**src/rtl/mesh_dual_packer.sv**
```systemverilog
`default_nettype none
// ============================================================================
// Module   : mesh_dual_packer
// Purpose  : Packs a serial stream of mesh-addressed items into two-lane
//            beats. Lane 0 always carries the older item. A lone item is
//            held until a partner arrives, a flush is requested, or an idle
//            timeout expires. Beats are buffered in a small pair FIFO whose
//            head drives the outputs.
// Revision : 1.0 - initial release
// ============================================================================
module mesh_dual_packer #(
  parameter int W             = 8,
  parameter int X_SIZE        = 4,
  parameter int Y_SIZE        = 4,
  parameter int BUFFER_DEPTH  = 4,
  parameter int FLUSH_TIMEOUT = 4
) (
  input  logic                      clk,
  input  logic                      rst_n,
  // serial item stream
  input  logic                      i_valid,
  input  logic [$clog2(X_SIZE)-1:0] i_dst_x,
  input  logic [$clog2(Y_SIZE)-1:0] i_dst_y,
  input  logic [W-1:0]              i_payload,
  output logic                      i_ready,
  input  logic                      i_flush,
  // lane 0 (earlier item)
  output logic                      o_valid_0,
  output logic [$clog2(X_SIZE)-1:0] o_dst_x_0,
  output logic [$clog2(Y_SIZE)-1:0] o_dst_y_0,
  output logic [W-1:0]              o_payload_0,
  // lane 1 (later item)
  output logic                      o_valid_1,
  output logic [$clog2(X_SIZE)-1:0] o_dst_x_1,
  output logic [$clog2(Y_SIZE)-1:0] o_dst_y_1,
  output logic [W-1:0]              o_payload_1,
  input  logic                      o_ready
);

  localparam int XW = $clog2(X_SIZE);
  localparam int YW = $clog2(Y_SIZE);
  localparam int TW = $clog2(FLUSH_TIMEOUT + 1);
  localparam int AW = $clog2(BUFFER_DEPTH);
  // one lane = valid + x + y + payload; an item is a lane without its valid
  localparam int LW = 1 + XW + YW + W;
  localparam int IW = LW - 1;
  localparam int EW = 2 * LW;

  localparam logic [TW-1:0] C_TIMEOUT_LAST = TW'(FLUSH_TIMEOUT - 1);
  localparam logic [TW-1:0] C_TIMEOUT_SAT  = TW'(FLUSH_TIMEOUT);
  localparam logic [AW:0]   C_DEPTH        = (AW + 1)'(BUFFER_DEPTH);

  localparam logic [0:0] S_EMPTY = 1'b0;
  localparam logic [0:0] S_HALF  = 1'b1;

  // packing state
  logic [0:0]    r_state;
  logic [TW-1:0] r_timer;
  logic [IW-1:0] r_slot;

  // pair FIFO
  logic [EW-1:0] r_mem [BUFFER_DEPTH];
  logic [AW-1:0] r_wr_ptr;
  logic [AW-1:0] r_rd_ptr;
  logic [AW:0]   r_count;

  logic          w_full;
  logic          w_empty;
  logic          w_half;
  logic          w_accept;
  logic          w_timeout;
  logic          w_push_pair;
  logic          w_push_lone;
  logic          w_push;
  logic          w_pop;
  logic [IW-1:0] w_item;
  logic [EW-1:0] w_push_entry;
  logic [EW-1:0] w_head;

  assign w_full  = (r_count == C_DEPTH);
  assign w_empty = (r_count == '0);
  assign w_half  = (r_state == S_HALF);

  // Ready is a function of state only; held low throughout reset so no item
  // can be accepted while the datapath is being cleared.
  assign i_ready  = rst_n & (~w_half | ~w_full);
  assign w_accept = i_valid & i_ready;
  assign w_item   = {i_dst_x, i_dst_y, i_payload};

  // The timer saturates one past the last idle cycle, so ">=" keeps the
  // timeout asserted and retries every cycle while the FIFO stays full.
  assign w_timeout   = (r_timer >= C_TIMEOUT_LAST);
  assign w_push_pair = w_half & w_accept;
  assign w_push_lone = w_half & ~w_accept & ~w_full & (i_flush | w_timeout);
  assign w_push      = w_push_pair | w_push_lone;
  assign w_pop       = ~w_empty & o_ready;

  // Build the beat to enqueue: held item on lane 0, new item (or zeros) on lane 1
  always_comb begin
    w_push_entry = '0;
    if (w_push_pair) begin
      w_push_entry = {1'b1, r_slot, 1'b1, w_item};
    end else begin
      w_push_entry = {1'b1, r_slot, {LW{1'b0}}};
    end
  end

  // Hold-slot FSM with idle timer
  always_ff @(posedge clk or negedge rst_n) begin
    if (!rst_n) begin
      r_state <= S_EMPTY;
      r_timer <= '0;
      r_slot  <= '0;
    end else begin
      case (r_state)
        S_EMPTY: begin
          if (w_accept) begin
            r_slot  <= w_item;
            r_timer <= '0;
            r_state <= S_HALF;
          end
        end
        S_HALF: begin
          if (!w_accept && (r_timer != C_TIMEOUT_SAT)) begin
            r_timer <= r_timer + 1'b1;
          end
          if (w_push) begin
            r_state <= S_EMPTY;
          end
        end
        default: begin
          r_state <= S_EMPTY;
        end
      endcase
    end
  end

  // FIFO storage; contents are only observable through r_count, so no reset
  always_ff @(posedge clk) begin
    if (w_push) begin
      r_mem[r_wr_ptr] <= w_push_entry;
    end
  end

  // FIFO pointers and occupancy; power-of-two depth lets pointers wrap freely
  always_ff @(posedge clk or negedge rst_n) begin
    if (!rst_n) begin
      r_wr_ptr <= '0;
      r_rd_ptr <= '0;
      r_count  <= '0;
    end else begin
      if (w_push) begin
        r_wr_ptr <= r_wr_ptr + 1'b1;
      end
      if (w_pop) begin
        r_rd_ptr <= r_rd_ptr + 1'b1;
      end
      case ({w_push, w_pop})
        2'b10:   r_count <= r_count + 1'b1;
        2'b01:   r_count <= r_count - 1'b1;
        default: r_count <= r_count;
      endcase
    end
  end

  // Outputs present the FIFO head, forced to zero when nothing is queued
  always_comb begin
    w_head = '0;
    if (!w_empty) begin
      w_head = r_mem[r_rd_ptr];
    end
  end

  assign {o_valid_0, o_dst_x_0, o_dst_y_0, o_payload_0,
          o_valid_1, o_dst_x_1, o_dst_y_1, o_payload_1} = w_head;

endmodule
`default_nettype wire
```
**config.mk**
```make
export PLATFORM = sky130hd
export DESIGN_NAME = mesh_dual_packer
export DESIGN_NICKNAME = d
export VERILOG_FILES = /design/src/rtl/mesh_dual_packer.sv
export SDC_FILE = /design/constraint.sdc
export NUM_CORES = 1
export LEC_CHECK = 0
export ABC_AREA = 1
export CORE_UTILIZATION = 28
export CTS_CLUSTER_SIZE = 24
export DETAILED_ROUTE_END_ITERATION = 10
export HOLD_SLACK_MARGIN = 0.03
export PLACE_DENSITY = 0.44
export SLEW_MARGIN = 30
export SYNTH_ARGS = -nofsm -noshare
export SYNTH_HDL_FRONTEND = slang
export SYNTH_SLANG_ARGS = --single-unit
```
**constraint.sdc**
```tcl
create_clock -name clk -period 6.2 [get_ports clk]
set_input_delay 0.62 -clock clk [delete_from_list [all_inputs] [get_ports clk]]
set_output_delay 0.62 -clock clk [all_outputs]
set_load 0.01 [all_outputs]
```
# Word-level counts from Yosys, hierarchy flattened
# Memories as Yosys holds them, arrays and structs flattened.
# Cells that the tools add are included.
totals:
  ff_bits: 23
  inputBits: 17
  wordCells: 50
  mem_bits_rw: 100
  mem_count: 1
  output_inout_bits: 27
memory_table:
  columns: ["memory", "depth", "word_bits", "read_ports", "rd_ports_with_merged_regs", "wr", "line", "rtl"]
  rows:
  - ["r_mem", 4, 25, 1, 0, 1, "62", "logic [EW-1:0] r_mem [BUFFER_DEPTH];"]
op_classes:
  n_bitwise: 14
  n_reduce_logical: 6
  add_sub_neg: 5
  n_eq_ne: 6
  mux: 11
  order_cmp: 1
ops:
  columns: ["op", "count"]
  rows:
  - ["26-bit two-way mux", 1]
  - ["13-bit two-way mux", 1]
  - ["3-bit one-hot mux with 2 select lines", 2]
  - ["1-bit AND", 7]
  - ["3-bit by 1-bit adder with 3-bit output (second input constant)", 2]
  - ["3-bit two-way mux", 2]
  - ["2-bit by 1-bit adder with 2-bit output (second input constant)", 2]
  - ["1-bit two-way mux", 4]
  - ["1-bit inverter", 4]
  - ["2-bit AND reduction", 2]
  - ["3-bit == test (second input constant)", 1]
  - ["3-bit by 2-bit greater-or-equal comparator with 1-bit output (second input constant)", 1]
  - ["3-bit logical NOT", 1]
  - ["3-bit inequality test (second input constant)", 1]
  - ["1-bit bitwise OR", 3]
  - ["3-bit by 1-bit subtractor with 3-bit output (second input constant)", 1]
  - ["2-bit by 1-bit == test with 1-bit output (second input constant)", 1]
  - ["2-bit == test (second input constant)", 1]
  - ["2-bit by 1-bit inequality test with 1-bit output (second input constant)", 1]
  - ["2-bit inequality test (second input constant)", 1]
  - ["1-bit one-hot mux with 2 select lines", 1]
  - ["2-bit nonzero test", 1]
  - ["1-bit logical AND", 1]
  - ["1-bit logical NOT", 1]

# Longest topological paths before layout
logic_depth:
  depth_word: 12
  depth_mapped: 13
  mapped_depth_nobuf: 13

# Least setup slack after synthesis
# Ideal clock, no wire load.
synth_timing:
  kind: "register to register"
  start: "register r_timer[0]"
  end: "memory r_mem[0][0] (netlist name) (enable)"
  arrival_ns: 2.073
  period_less_slack_ns: 2.480
  path_buffers: 0
  stages_incl_launch_ff: 9
  t_required_ns: 5.793
  setup_time_ns: 0.407
  slack_ns: 3.720
  cell_sequence: "dfrtp_1 -> ha_1 -> ha_1 -> inv_1 -> nand3_1 -> nand3_2 -> nand2_4 -> inv_2 -> nor2_1"
synth_between:
  elab_chain_len: 6
synth_lines:
  columns: ["element", "line", "rtl"]
  rows:
  - ["start, declared", "58", "logic [TW-1:0] r_timer;"]
  - ["start signal, assigned", "125", "r_timer <= r_timer + 1'b1;"]
  - ["3-bit by 2-bit greater-or-equal comparator with 1-bit output", "92", "assign w_timeout = (r_timer >= C_TIMEOUT_LAST);"]
  - ["1-bit bitwise OR", "94", "assign w_push_lone = w_half & ~w_accept & ~w_full & (i_flush | w_timeout);"]
  - ["1-bit AND", "94", null]
  - ["1-bit bitwise OR", "95", "assign w_push = w_push_pair | w_push_lone;"]
  - ["1-bit two-way mux", "140", "if (w_push) begin"]
  - ["1-bit two-way mux (not written as such)", "141", "r_mem[r_wr_ptr] <= w_push_entry;"]
  - ["end, declared", "62", null]
# Every way passes these cells.

# Worst setup path in the final report
layout_timing:
  start: "register r_rd_ptr[0]"
  end: "output o_dst_x_0[1]"
layout_between:
  elab_chain_len: 2
layout_lines:
  columns: ["element", "line", "rtl"]
  rows:
  - ["start, declared", "64", "logic [AW-1:0] r_rd_ptr;"]
  - ["start signal, assigned", "156", "r_rd_ptr <= r_rd_ptr + 1'b1;"]
  - ["memory read 4 x 25 bit", null, null]
  - ["26-bit two-way mux", "169", "if (!w_empty) begin"]
  - ["end, declared", "29", "output logic [$clog2(X_SIZE)-1:0] o_dst_x_0,"]
# Every way passes these cells.

==> results.sh <==
export IMPL_viasPerCell=4.47
export IMPL_critPathLaunchType="flop"
export IMPL_fin_tns_setup_ps=0
export IMPL_synth_distinct_cells=29
export IMPL_outcome="finished with violations"
export IMPL_placed_area_um2=5840
export IMPL_rows=49
export IMPL_ctsHoldBuffers=0
export IMPL_htree_levels=4
export IMPL_drt_pass1_iter_count=10
export IMPL_grt_pass1_wl_um=19100
export IMPL_port_buffers=43
export IMPL_fin_area_um2=6520
export IMPL_synthCells=443
export IMPL_drt_drc_violations_left=4
export IMPL_area_growth_syn_to_layout_pct=24.6
export IMPL_cts_resized=0
export IMPL_grt_use_total_pct=13.3
export IMPL_seq_area_frac_synth_pct=68.4
export IMPL_cp_arrival_ps=2530
export IMPL_grt_pass1_vias=3439
export IMPL_hpwl_um=7460
export IMPL_yosysWarnings=0
export IMPL_fill_cells=1804
export IMPL_fin_nets=517
export IMPL_setup_violations=0
export IMPL_vias=3277
export IMPL_multiInputGateArea_um2=1360
export IMPL_drt_wl_total_um=11700
export IMPL_netlist_area_leader_share_pct=57.4
export IMPL_cts_inserted_buffers=17
export IMPL_die_w_um=139
export IMPL_synth_edf_count=100
export IMPL_synthTopCellsByArea="edfxtp_1, dfrtp_1, nor2_1, o21ai_0, a21oi_1"
export IMPL_drtIter0Drc=248
export IMPL_coreArea_um2=18100
export IMPL_synth_nets=469
export IMPL_cts_sinks=123
export IMPL_cp_max_fo=50
export IMPL_min_period_ps=3150
export IMPL_syn_area_per_cell_um2=11.8
export IMPL_postCtsSetupBuffers=0
export IMPL_p_leak_nw=2.44
export IMPL_synth_area_um2=5230
export IMPL_drv_cap=0
export IMPL_holdCritPathClass="reg -> reg"
export IMPL_ys_flop_type="edfxtp_1"
export IMPL_grt_max_degree=53
export IMPL_rsz0062_at_grt="no"
export IMPL_ir_drop_mv=0.297
export IMPL_ant_nets=0
export IMPL_clk_latency_ps=420
export IMPL_cts_tree="built"
export IMPL_relSlewSlack_pct=49.1
export IMPL_final_max_slew_viol_count=0
export IMPL_antenna_found_initial=0
export IMPL_worst_slew_pin_slew_ps=762
export IMPL_gp_congestion=0.686
export IMPL_grt_overflow=0
export IMPL_fin_crit_sh_pct=50.8
export IMPL_crit_required_ps=5580
export IMPL_crit_type="reg -> out"
export IMPL_cellPowerDensity_nw_per_um2=569
export IMPL_dieArea_um2=19200
export IMPL_dieHeight_um=139
export IMPL_cts_buffer_depth=2
export IMPL_io_pins=44
export IMPL_seqCellArea_um2=3580
export IMPL_whs_ps=528
export IMPL_synth_top_area_cell="edfxtp_1"
export IMPL_violations="design-rule violations"
export IMPL_path_clk_slew_ps=50
export IMPL_fmax_mhz=318
export IMPL_initial_core_util_pct=28.8
export IMPL_antenna_cells=0
export IMPL_async_flop_share_pct=18.7
export IMPL_final_hold_viol_count=0
export IMPL_worst_setup_path_end_kind="output port"
export IMPL_drive_gt1_share_pct=13.7
export IMPL_post_drt_wl_per_cell_um=16.0
export IMPL_cts_root_buffer="clkbuf_16"
export IMPL_finClkSkew_ps=13.9
export IMPL_ys_ff_latch=123
-- worst max-delay path, cell delays in order, from the launching register on --
cell             delay, ps
dfrtp_1                380
inv_2                  560
o21ai_0                210
a21oi_1                340
clkdlybuf4s50_1        610
-- registers in the layout, summed over array words and instances, names as in the netlist --
register,flops
r_mem,100
r_slot,12
r_state,1
r_wr_ptr,2
r_count,3
r_timer,3
r_rd_ptr,2
-- power by group --
part,internal [mW],switching [mW]
Clock,0.789,0.351
Combinational,0.524,0.743
Sequential,1.18,0.126
-- final timing paths --
| kind | startpoint | end | slack (ps) | cells past startpoint |
|---|---|---|---|---|
| hold reg to reg | r_slot[6] | r_mem[2][19] | 530 | 0 |
| hold / removal | r_slot[6] | r_mem[2][19] | 530 | 0 |
| min in group asynchronous | rst_n | r_timer[1] | 590 | 2 |
| setup reg to reg | r_timer[0] | r_count[2] | 3780 | 13 |
| setup / recovery | r_rd_ptr[0] | o_dst_x_0[1] | 3050 | 4 |
| max in group asynchronous | rst_n | r_wr_ptr[1] | 5310 | 2 |
-- per-stage QoR --
stage / util (%) / std cells / setup WS (ps) / total power, mW
2_1_floorplan: - / 443 / 3720 / 2.10
3_3_place_gp: 32.2 / 701 / 3110 / 2.60
3_5_place_dp: 32.2 / 701 / 3050 / 2.61
4_1_cts: 35.9 / 733 / 3050 / 3.76
5_1_grt: 35.9 / 733 / 2880 / 3.96
6_report: 35.9 / 733 / 3050 / 3.71
-- kinds of logic after synthesis --
kind of cell	share of synthesized area [%]
and+or+nand+nor	13.2
xor gates and xnor gates	0.670
buffers and inverters	5.74
DFF	68.4
AOI/OAI and AO/OA	9.73
adders and majority gates	2.30
-- cells in the mapped netlist (all sizes together) (3+ instances only) --
| library cell | number |
|---|---|
| nor2 | 119 |
| nand2 | 27 |
| a21oi | 27 |
| ha | 8 |
| nand3 | 12 |
| inv | 34 |
| buf | 16 |
| dfrtp | 23 |
| clkbuf | 5 |
| edfxtp | 100 |
| o21ai | 65 |
| xor2 | 3 |
-- layout by cell type, fill, tap and decap left out, types with 2 or more instances in the layout --
cell,count
nor2_1,113
edfxtp_1,100
o21ai_0,43
clkdlybuf4s50_1,43
inv_1,28
a21oi_1,26
nand2_1,23
dfrtp_1,23
clkbuf_16,17
o21ai_2,12
o21ai_1,10
nand3_1,10
ha_1,8
bufinv_16,7
buf_4,7
inv_2,5
nor2_2,4
clkinv_2,4
xor2_1,3
nor2_4,2
nand2_2,2
nand2_4,2
clkinvlp_4,2
-- per-layer routing --
layer  vias up  global-route usage, %  wire length [µm]
met2        51                   21.1              5670
met5         -                      0                 0
li1       1613                      -                 -
met3         6                   3.14               419
met1      1607                   17.5              5530
met4         0                   5.26                90
-- area by class of cell --
class / count / share of cell area (%)
multi-input combinational: 265 / 20.9
timing repair buffer: 50 / 7.41
clock inverter: 14 / 3.82
sequential: 123 / 54.9
clock buffer: 18 / 6.58
inverter: 34 / 2.00
tap: 229 / 4.39
No activity file was read; power rests on OpenSTA's default activity.
